$ cat src/rtl/dsr_align_ctrl.sv
// Deserializer word-alignment controller: DSR reset, training-pattern check, bit-slip search, lock monitor.
// Build macro DSR_ALIGN_TMR_EN triplicates every register behind majority voters.
module dsr_align_ctrl #(
    parameter int unsigned   DW        = 8,
    parameter logic [DW-1:0] TRAIN_PAT = 8'hA5,
    parameter int unsigned   RST_CYC   = 5,
    parameter int unsigned   WAIT_CYC  = 4,
    parameter int unsigned   MATCH_CNT = 4,
    parameter int unsigned   SLIP_MAX  = 8,
    parameter int unsigned   LOSS_CNT  = 8
) (
    input  logic          i_clk,
    input  logic          i_rst,
    input  logic          i_realign,
    input  logic [DW-1:0] i_din,
    output logic          o_aligned,
    output logic          o_bit_slip_evn,
    output logic          o_bit_slip_odd,
    output logic          o_dsr_rst,
    output logic          o_strt_pipe,
    output logic          o_align_err,
    output logic [3:0]    o_slip_cnt,
    output logic          o_odd_ph
);

    typedef enum logic [3:0] {
        S_START, S_DSR_RST, S_WRST, S_WAIT, S_CHECK,
        S_SLIP, S_SLIPODD, S_RESTART, S_ALIGNED, S_FAIL
    } state_t;

    typedef struct packed {
        logic aligned;
        logic slip_evn;
        logic slip_odd;
        logic dsr_rst;
        logic strt_pipe;
        logic align_err;
    } outs_t;

    localparam logic [3:0] L_RST_LAST   = 4'(RST_CYC - 1);
    localparam logic [3:0] L_WAIT_LAST  = 4'(WAIT_CYC - 1);
    localparam logic [3:0] L_MATCH_LAST = 4'(MATCH_CNT - 1);
    localparam logic [3:0] L_SLIP_MAX   = 4'(SLIP_MAX);
    localparam logic [3:0] L_LOSS_LAST  = 4'((LOSS_CNT == 0) ? 0 : LOSS_CNT - 1);
    localparam bit         L_LOSS_EN    = (LOSS_CNT != 0);

`ifdef DSR_ALIGN_TMR_EN
    localparam int NCOPY = 3;
`else
    localparam int NCOPY = 1;
`endif

    logic [3:0] r_state     [NCOPY];
    logic [3:0] r_slip_cnt  [NCOPY];
    logic       r_odd_ph    [NCOPY];
    logic [3:0] r_match_cnt [NCOPY];
    logic [3:0] r_loss_cnt  [NCOPY];
    logic [3:0] r_wait_cnt  [NCOPY];
    outs_t      r_outs      [NCOPY];

    state_t     w_state;
    logic [3:0] w_slip_cnt, w_match_cnt, w_loss_cnt, w_wait_cnt;
    logic       w_odd_ph;
    outs_t      w_outs;

    state_t     w_nxt_state;
    logic [3:0] w_nxt_slip, w_nxt_match, w_nxt_loss, w_nxt_wait;
    logic       w_nxt_odd;
    logic       w_match;

    function automatic logic [3:0] sat_inc(input logic [3:0] v);
        return (v == 4'hF) ? v : v + 4'd1;
    endfunction

    // Outputs are a pure function of the state being entered.
    function automatic outs_t decode(input state_t s);
        outs_t o;
        o = '0;
        case (s)
            S_DSR_RST: o.dsr_rst   = 1'b1;
            S_SLIP:    begin o.slip_evn = 1'b1; o.slip_odd = 1'b1; end
            S_SLIPODD: o.slip_odd  = 1'b1;
            S_RESTART: o.strt_pipe = 1'b1;
            S_ALIGNED: o.aligned   = 1'b1;
            S_FAIL:    o.align_err = 1'b1;
            default:   o = '0;
        endcase
        return o;
    endfunction

`ifdef DSR_ALIGN_TMR_EN
    function automatic logic [3:0] maj4(input logic [3:0] a, input logic [3:0] b, input logic [3:0] c);
        return (a & b) | (a & c) | (b & c);
    endfunction

    function automatic logic [5:0] maj6(input logic [5:0] a, input logic [5:0] b, input logic [5:0] c);
        return (a & b) | (a & c) | (b & c);
    endfunction

    always_comb begin
        w_state     = state_t'(maj4(r_state[0], r_state[1], r_state[2]));
        w_slip_cnt  = maj4(r_slip_cnt[0], r_slip_cnt[1], r_slip_cnt[2]);
        w_match_cnt = maj4(r_match_cnt[0], r_match_cnt[1], r_match_cnt[2]);
        w_loss_cnt  = maj4(r_loss_cnt[0], r_loss_cnt[1], r_loss_cnt[2]);
        w_wait_cnt  = maj4(r_wait_cnt[0], r_wait_cnt[1], r_wait_cnt[2]);
        w_odd_ph    = (r_odd_ph[0] & r_odd_ph[1]) | (r_odd_ph[0] & r_odd_ph[2]) | (r_odd_ph[1] & r_odd_ph[2]);
        w_outs      = outs_t'(maj6(r_outs[0], r_outs[1], r_outs[2]));
    end
`else
    assign w_state     = state_t'(r_state[0]);
    assign w_slip_cnt  = r_slip_cnt[0];
    assign w_match_cnt = r_match_cnt[0];
    assign w_loss_cnt  = r_loss_cnt[0];
    assign w_wait_cnt  = r_wait_cnt[0];
    assign w_odd_ph    = r_odd_ph[0];
    assign w_outs      = r_outs[0];
`endif

    assign w_match = (i_din == TRAIN_PAT);

    always_comb begin
        // NOTE: every variable gets its hold value first, so no path can leave one unassigned and infer a latch.
        w_nxt_state = w_state;
        w_nxt_slip  = w_slip_cnt;
        w_nxt_odd   = w_odd_ph;
        w_nxt_match = w_match_cnt;
        w_nxt_loss  = w_loss_cnt;
        w_nxt_wait  = w_wait_cnt;
        if (i_realign && (w_state != S_START) && (w_state != S_DSR_RST)) begin
            w_nxt_state = S_DSR_RST;
            w_nxt_slip  = '0;
            w_nxt_odd   = 1'b0;
            w_nxt_match = '0;
            w_nxt_loss  = '0;
            w_nxt_wait  = '0;
        end else begin
            case (w_state)
                S_START: begin
                    w_nxt_state = S_DSR_RST;
                    w_nxt_wait  = '0;
                end
                S_DSR_RST: begin
                    if (w_wait_cnt >= L_RST_LAST) begin
                        w_nxt_state = S_WRST;
                        w_nxt_wait  = '0;
                    end else begin
                        w_nxt_wait = sat_inc(w_wait_cnt);
                    end
                end
                S_WRST: begin
                    w_nxt_state = S_WAIT;
                    w_nxt_wait  = '0;
                end
                S_WAIT: begin
                    if (w_wait_cnt >= L_WAIT_LAST) begin
                        w_nxt_state = S_CHECK;
                        w_nxt_wait  = '0;
                        w_nxt_match = '0;
                    end else begin
                        w_nxt_wait = sat_inc(w_wait_cnt);
                    end
                end
                S_CHECK: begin
                    if (w_match) begin
                        if (w_match_cnt >= L_MATCH_LAST) begin
                            w_nxt_state = S_RESTART;
                            w_nxt_match = '0;
                        end else begin
                            w_nxt_match = sat_inc(w_match_cnt);
                        end
                    end else begin
                        w_nxt_match = '0;
                        if (w_slip_cnt < L_SLIP_MAX) begin
                            w_nxt_state = S_SLIP;
                            w_nxt_slip  = sat_inc(w_slip_cnt);
                        end else if (!w_odd_ph) begin
                            w_nxt_state = S_SLIPODD;
                            w_nxt_odd   = 1'b1;
                            w_nxt_slip  = '0;
                        end else begin
                            w_nxt_state = S_FAIL;
                        end
                    end
                end
                S_SLIP, S_SLIPODD: begin
                    w_nxt_state = S_WAIT;
                    w_nxt_wait  = '0;
                end
                S_RESTART: begin
                    w_nxt_state = S_ALIGNED;
                    w_nxt_loss  = '0;
                end
                S_ALIGNED: begin
                    if (w_match) begin
                        w_nxt_loss = '0;
                    end else if (L_LOSS_EN) begin
                        if (w_loss_cnt >= L_LOSS_LAST) begin
                            w_nxt_state = S_DSR_RST;
                            w_nxt_slip  = '0;
                            w_nxt_odd   = 1'b0;
                            w_nxt_match = '0;
                            w_nxt_loss  = '0;
                            w_nxt_wait  = '0;
                        end else begin
                            w_nxt_loss = sat_inc(w_loss_cnt);
                        end
                    end
                end
                S_FAIL: w_nxt_state = S_FAIL;
                default: begin
                    w_nxt_state = S_START;
                    w_nxt_wait  = '0;
                end
            endcase
        end
    end

    always_ff @(posedge i_clk) begin
        for (int k = 0; k < NCOPY; k++) begin
            if (i_rst) begin
                r_state[k]     <= S_START;
                r_slip_cnt[k]  <= '0;
                r_odd_ph[k]    <= 1'b0;
                r_match_cnt[k] <= '0;
                r_loss_cnt[k]  <= '0;
                r_wait_cnt[k]  <= '0;
                r_outs[k]      <= '0;
            end else begin
                // NOTE: each copy reloads from the voted next value, so an upset copy is rewritten on the next edge.
                r_state[k]     <= w_nxt_state;
                r_slip_cnt[k]  <= w_nxt_slip;
                r_odd_ph[k]    <= w_nxt_odd;
                r_match_cnt[k] <= w_nxt_match;
                r_loss_cnt[k]  <= w_nxt_loss;
                r_wait_cnt[k]  <= w_nxt_wait;
                r_outs[k]      <= decode(w_nxt_state);
            end
        end
    end

    assign o_aligned      = w_outs.aligned;
    assign o_bit_slip_evn = w_outs.slip_evn;
    assign o_bit_slip_odd = w_outs.slip_odd;
    assign o_dsr_rst      = w_outs.dsr_rst;
    assign o_strt_pipe    = w_outs.strt_pipe;
    assign o_align_err    = w_outs.align_err;
    assign o_slip_cnt     = w_slip_cnt;
    assign o_odd_ph       = w_odd_ph;

endmodule

$ cat config.mk
export PLATFORM = sky130hd
export DESIGN_NAME = dsr_align_ctrl
export DESIGN_NICKNAME = d
export VERILOG_FILES = /design/src/rtl/dsr_align_ctrl.sv
export SDC_FILE = /design/constraint.sdc
export NUM_CORES = 1
export LEC_CHECK = 0
export ABC_AREA = 0
export ABC_CLOCK_PERIOD_IN_PS = 2490
export BUFFER_PORTS_ARGS = -buffer_cell sky130_fd_sc_hd__buf_2
export CORE_ASPECT_RATIO = 1.2
export CORE_MARGIN = 8
export CORE_UTILIZATION = 55
export DETAILED_ROUTE_END_ITERATION = 16
export GPL_ROUTABILITY_DRIVEN = 0
export PLACE_DENSITY = 0.78
export SYNTH_ARGS = -nofsm -noshare
export SYNTH_HDL_FRONTEND = slang
export SYNTH_SLANG_ARGS = --single-unit
$ cat constraint.sdc
create_clock -name i_clk -period 2.49 [get_ports i_clk]
set_input_delay 0.1245 -clock i_clk [delete_from_list [all_inputs] [get_ports i_clk]]
set_output_delay 0.1245 -clock i_clk [all_outputs]
set_load 0.005 [all_outputs]
==> results.sh, run 1 <==
export IMPL_status="finished, final reports clean"
export IMPL_placedInstanceArea_um2=1555
export IMPL_cts_buffers=3
export IMPL_area_sequential_um2=540.5
export IMPL_worst_pin_slew_ns=0.5495
export IMPL_area_growth_pct=11.84
export IMPL_leakage_nw=0.6492
export IMPL_startpoint="r_state[0][2]"
export IMPL_cts_tree="built"
export IMPL_use_met3_pct=2.808
export IMPL_drt_initial_drc_count=54
export IMPL_p_total_uw=694.8
export IMPL_clk_path_buf_depth=2
export IMPL_crit_slowest_cell="or4b_1"
export IMPL_top_level_ports=22
export IMPL_crit_buf_inv=0
export IMPL_synth_top_cells_by_area="dfxtp_1 (38%), nor2_1 (4.5%), ha_1 (3.5%)"
export IMPL_fin_setup_tns_ns=0
export IMPL_synth_area_um2=1426
export IMPL_power_density_nw_per_um2=435.5
export IMPL_cts_resized=0
export IMPL_crit_type="reg -> reg"
export IMPL_slowest_delay_ns=0.63
export IMPL_cp_max_fo=14
export IMPL_power_frac_comb_pct=7.6
export IMPL_fin_ws_ns=0.2652
export IMPL_die_w_um=62.49
export IMPL_setup_viol=0
export IMPL_clk_pin_slew_ns=0.14
export IMPL_fin_crit_sh_pct=89.35
export IMPL_regToRegSetupSlack_ns=0.27
export IMPL_grt_usage_pct=14.67
export IMPL_p_clk_share_pct=28.8
export IMPL_holdCritPathClass="in -> reg"
export IMPL_finalHoldViolCount=0
export IMPL_viasPerCell=5.995
export IMPL_ant_nets=0
export IMPL_grt_overflow_total=0
export IMPL_clk_latency_ns=0.34
export IMPL_synth_distinct_cells=50
export IMPL_grt_busiest_layer="met2"
export IMPL_antenna_found_initial=0
export IMPL_num_antenna_cells=0
export IMPL_synth_seq_cells=27
export IMPL_maxSlewViolCount=0
export IMPL_fin_area_um2=1595
export IMPL_clock_sinks=27
export IMPL_switchingPower_uw=171.4
export IMPL_use_met2_pct=26.84
export IMPL_layout_drive_gt1_share_pct=23.08
export IMPL_post_route_min_period_ns=2.225
export IMPL_ir_drop_mv=0.3992
export IMPL_crit_family="compound AO/OA/AOI/OAI gates"
export IMPL_cts_hold_buf=1
export IMPL_ys_seq_area_share_pct=37.89
export IMPL_final_net_count=198
export IMPL_internal_power_uw=523.4
export IMPL_nFillCells=223
export IMPL_gr_usage_met1_pct=15.05
export IMPL_die_area_um2=4486
export IMPL_p_sw_share_pct=24.67
export IMPL_die_h_um=71.79
export IMPL_h_tree_depth=1
export IMPL_critPathRequiredTime_ns=2.71
export IMPL_synth_most_common_cell="dfxtp_1"
export IMPL_maxSlewHeadroom_pct=62.98
export IMPL_avgSynthCellArea_um2=8.859
export IMPL_crit_path_end_kind="register"
export IMPL_synthCells=161
export IMPL_drtPass1Iterations=4
export IMPL_wl_mm=3.204
export IMPL_crit_end="r_outs[0][2]"
export IMPL_ff2ff_path_depth=5
export IMPL_r2r_start="r_state[0][2]"
export IMPL_synth_top_area_share_pct=37.89
export IMPL_synth_common_cells="dfxtp_1 (27), nor2_1 (17), nand2_1 (11), o21ai_0 (10), nor3_1 (9)"
export IMPL_core_area_um2=2502
export IMPL_async_reset_ff_share_pct=0
export IMPL_power_frac_seq_pct=63.6
export IMPL_multiInputGateArea_um2=827.0
export IMPL_post_cts_setup_buffer_count=0
export IMPL_synth_edf_count=0
export IMPL_grt_max_degree=17
export IMPL_fin_util_pct=63.75
export IMPL_cp_arrival_ns=2.44
export IMPL_syn_nets=176
export IMPL_rsz0062_at_grt="no"
export IMPL_worstSetupPathDepth=5
export IMPL_dp_hpwl_mm=2.427
export IMPL_first_global_vias=1205
export IMPL_startpoint_type="register"
export IMPL_rows=20
export IMPL_pre_cts_slack_ns=0.3207
export IMPL_grt_pass1_wl_mm=5.506
export IMPL_dr_total_vias=1289
export IMPL_yosysTopAreaCell="dfxtp_1"
export IMPL_fmaxAchievable_mhz=449.5
export IMPL_initial_core_util_pct=57.00
export IMPL_yosys_warnings=0
export IMPL_crit_chain="or4b_1, a2111oi_2, o31ai_1, a21bo_2, a311oi_2"
export IMPL_port_buffers=21
export IMPL_wl_per_cell_um=14.90
export IMPL_drc=0
export IMPL_drv_cap=0
export IMPL_fin_skew_ns=0.005663
export IMPL_synth_flop_cell="dfxtp_1"
export IMPL_timing_rr_end="r_outs[0][2]"
export IMPL_cts_root_buf="clkbuf_4"
state kept, by name, summed over array words and instances (netlist names):
| signal | cells |
|---|---|
| r_slip_cnt | 4 |
| r_odd_ph | 1 |
| r_match_cnt | 4 |
| r_loss_cnt | 4 |
| r_state | 4 |
| r_wait_cnt | 4 |
| r_outs | 6 |
worst min-delay path by stage:
stage,start,endpoint,slack [ns],cells past startpoint
after floorplan,i_rst,r_outs[0][2],0.19,1
after global placement,i_rst,r_outs[0][2],0.34,2
after detailed placement,i_rst,r_outs[0][2],0.34,2
after CTS,i_realign,r_outs[0][2],0.13,3
after global routing,i_realign,r_outs[0][2],0.15,3
final,i_realign,r_outs[0][2],0.14,3
power by group through the flow:
| stage | combinational [mW] | clock [mW] | sequential [mW] |
|---|---|---|---|
| after CTS | 0.0523 | 0.206 | 0.442 |
| after global routing | 0.0586 | 0.220 | 0.443 |
| after global placement | 0.0494 | 0 | 0.451 |
| after floorplan | 0.0345 | 0 | 0.448 |
| final | 0.0529 | 0.200 | 0.442 |
| after detailed placement | 0.0508 | 0 | 0.451 |
cell families (layout without fill, tap and decap cells):
group,count (synthesis),in the layout,synth area share (%)
adders and majority gates,5,5,4.211
buffers and inverters,14,35,4.123
muxes,3,3,2.105
AOI/OAI and AO/OA,42,42,21.84
and+or+nand+nor,70,70,29.82
DFF,27,27,37.89
final cells by class:
cell class                      instances  area share (%)
Timing Repair Buffer                   24           8.157
Inverter                                7           1.647
Sequential cell                        27           33.88
Multi-Input combinational cell        120           51.84
Clock inverter                          1          0.4706
Tap cell                               33           2.588
Clock buffer                            3           1.412
worst reg2reg max path: stages, from the launching register on:
cell,delay [ns]
dfxtp_1,0.58
or4b_1,0.63
a2111oi_2,0.44
o31ai_1,0.15
a21bo_2,0.25
a311oi_2,0.05
cell usage in the layout (no fill, tap or decap), types with 2 or more instances in the layout:
master,instances
nor2_1,17
a31oi_1,3
ha_1,4
a21oi_1,7
dfxtp_1,27
nand4bb_1,3
a32oi_1,2
nor2b_1,2
nand4_1,2
mux2i_1,3
and2_1,3
nand2_1,11
o21ai_0,10
clkbuf_4,3
nor3_1,9
and4bb_2,2
or4_1,2
inv_1,7
a211oi_1,4
buf_4,2
nand2b_1,4
o31ai_1,2
buf_2,21
and3_1,3
nand3_1,2
or2_2,2
layer usage:
layer	part of all wire, %	up-vias
met3	3.7	5
li1	-	645
met5	0	-
met2	53	20
met1	42	619
met4	1.8	0
through the flow:
| step | hold slack, ns | instances |
|---|---|---|
| floorplan | 0.1924 | 161 |
| global placement | 0.3388 | 210 |
| detailed placement | 0.3418 | 210 |
| CTS | 0.1337 | 215 |
| global route | 0.1480 | 215 |
| finish | 0.1394 | 215 |
Power figures use the tool's default switching activity.
==> inputs of run 2 (changes only) <==
- RECOVER_POWER: default -> 25
==> run 2 against run 1 <==
Against the previous run: combinational power hardly changed; core utilization shrank 0.35 points; setup slack improved by 0.0022 ns; largest cell class unchanged.
==> results.sh, run 2 (synthesis results as in run 1) <==
export IMPL_status="finished, final reports clean"
export IMPL_top_level_ports=22
export IMPL_maxSlewHeadroom_pct=62.98
export IMPL_drv_cap=0
export IMPL_grt_usage_pct=14.67
export IMPL_finalHoldViolCount=0
export IMPL_post_cts_setup_buffer_count=0
export IMPL_final_cell_mix="dfxtp_1 (27), nor2_1 (17), buf_2 (14)"
export IMPL_maxSlewViolCount=0
export IMPL_die_area_um2=4486
export IMPL_worst_pin_slew_ns=0.5495
export IMPL_crit_type="reg -> reg"
export IMPL_cts_root_buf="clkbuf_4"
export IMPL_area_growth_pct=11.23
export IMPL_viasPerCell=5.977
export IMPL_leakage_nw=0.6196
export IMPL_grt_max_degree=17
export IMPL_fin_crit_sh_pct=89.26
export IMPL_clk_path_buf_depth=2
export IMPL_setup_viol=0
export IMPL_wl_per_cell_um=14.98
export IMPL_cp_arrival_ns=2.44
export IMPL_largest_reg_flops=6
export IMPL_ir_drop_mv=0.3998
export IMPL_fin_skew_ns=0.006153
export IMPL_first_global_vias=1205
export IMPL_rsz0062_at_grt="no"
export IMPL_clk_pin_slew_ns=0.14
export IMPL_die_w_um=62.49
export IMPL_port_buffers=21
export IMPL_h_tree_depth=1
export IMPL_critPathRequiredTime_ns=2.71
export IMPL_cp_max_fo=14
export IMPL_startpoint_type="register"
export IMPL_crit_path_end_kind="register"
export IMPL_layout_drive_gt1_share_pct=19.23
export IMPL_rows=20
export IMPL_die_h_um=71.79
export IMPL_initial_core_util_pct=57.00
export IMPL_final_common_cell="dfxtp_1"
export IMPL_clock_sinks=27
export IMPL_cts_buffers=3
export IMPL_post_route_min_period_ns=2.223
export IMPL_drtPass1Iterations=4
export IMPL_num_antenna_cells=0
export IMPL_grt_pass1_wl_mm=5.506
export IMPL_drt_initial_drc_count=54
export IMPL_fin_area_um2=1587
export IMPL_final_net_count=198
export IMPL_top_register="r_outs"
export IMPL_power_density_nw_per_um2=437.9
export IMPL_fin_util_pct=63.40
export IMPL_dp_hpwl_mm=2.427
export IMPL_ant_nets=0
export IMPL_core_area_um2=2502
export IMPL_dr_total_vias=1285
export IMPL_antenna_found_initial=0
export IMPL_holdCritPathClass="in -> reg"
export IMPL_wl_mm=3.220
export IMPL_fin_setup_tns_ns=0
export IMPL_placedInstanceArea_um2=1555
export IMPL_cts_tree="built"
export IMPL_cts_hold_buf=1
export IMPL_cts_resized=0
export IMPL_fmaxAchievable_mhz=449.9
export IMPL_clk_latency_ns=0.34
export IMPL_drc=0
export IMPL_grt_overflow_total=0
[run 2: changes by cell type in the layout (fill, tap and decap cells not counted)]
cell / before / now
buf_2: 21 / 14
clkbuf_1: 0 / 7
[run 2: power breakdown]
part	internal, mW	switching (mW)
clock network	0.0618	0.138
registers	0.437	0.00528
logic	0.0246	0.0280
total	0.523	0.172
[run 2: path summary, 6_finish.rpt]
path / startpoint / cells past startpoint / endpoint / slack, ns
worst min-delay path: i_realign / 3 / r_outs[0][2] / 0.14
worst min register to register: r_loss_cnt[0][3] / 2 / r_loss_cnt[0][3] / 0.47
worst max-delay path: r_state[0][2] / 5 / r_outs[0][2] / 0.27
worst max register to register: r_state[0][2] / 5 / r_outs[0][2] / 0.27
[run 2: through the flow]
stage                     hold slack (ns)  instances  power, mW  setup WS [ns]
after global placement             0.3388        210     0.5004         0.3827
final                              0.1394        215     0.6948         0.2674
after floorplan                    0.1924        161     0.4829         0.6395
after CTS                          0.1337        215     0.7004         0.3012
after global routing               0.1480        215     0.7213         0.1227
after detailed placement           0.3418        210     0.5022         0.3207
[run 2: cell type report]
class	instances	area, um2
sequential	27	540.5
tap	33	41.29
clock inverter	1	7.507
timing repair buffer	24	121.4
inverter	7	26.28
multi-input combinational	120	827.0
clock buffer	3	22.52
fill	227	915.9
[run 2: critical path: stages (launching register included)]
cell,delay (ns)
dfxtp_1,0.58
or4b_1,0.63
a2111oi_2,0.44
o31ai_1,0.15
a21bo_2,0.25
a311oi_2,0.05
[run 2: layer usage]
layer  up-vias  share of wire [%]  GRT usage [%]
li1        645                  -              -
met1       615                 42          15.05
met2        20                 53          26.84
met3         5                3.9          2.808
met4         0                1.8          9.137
met5         -                  0              0
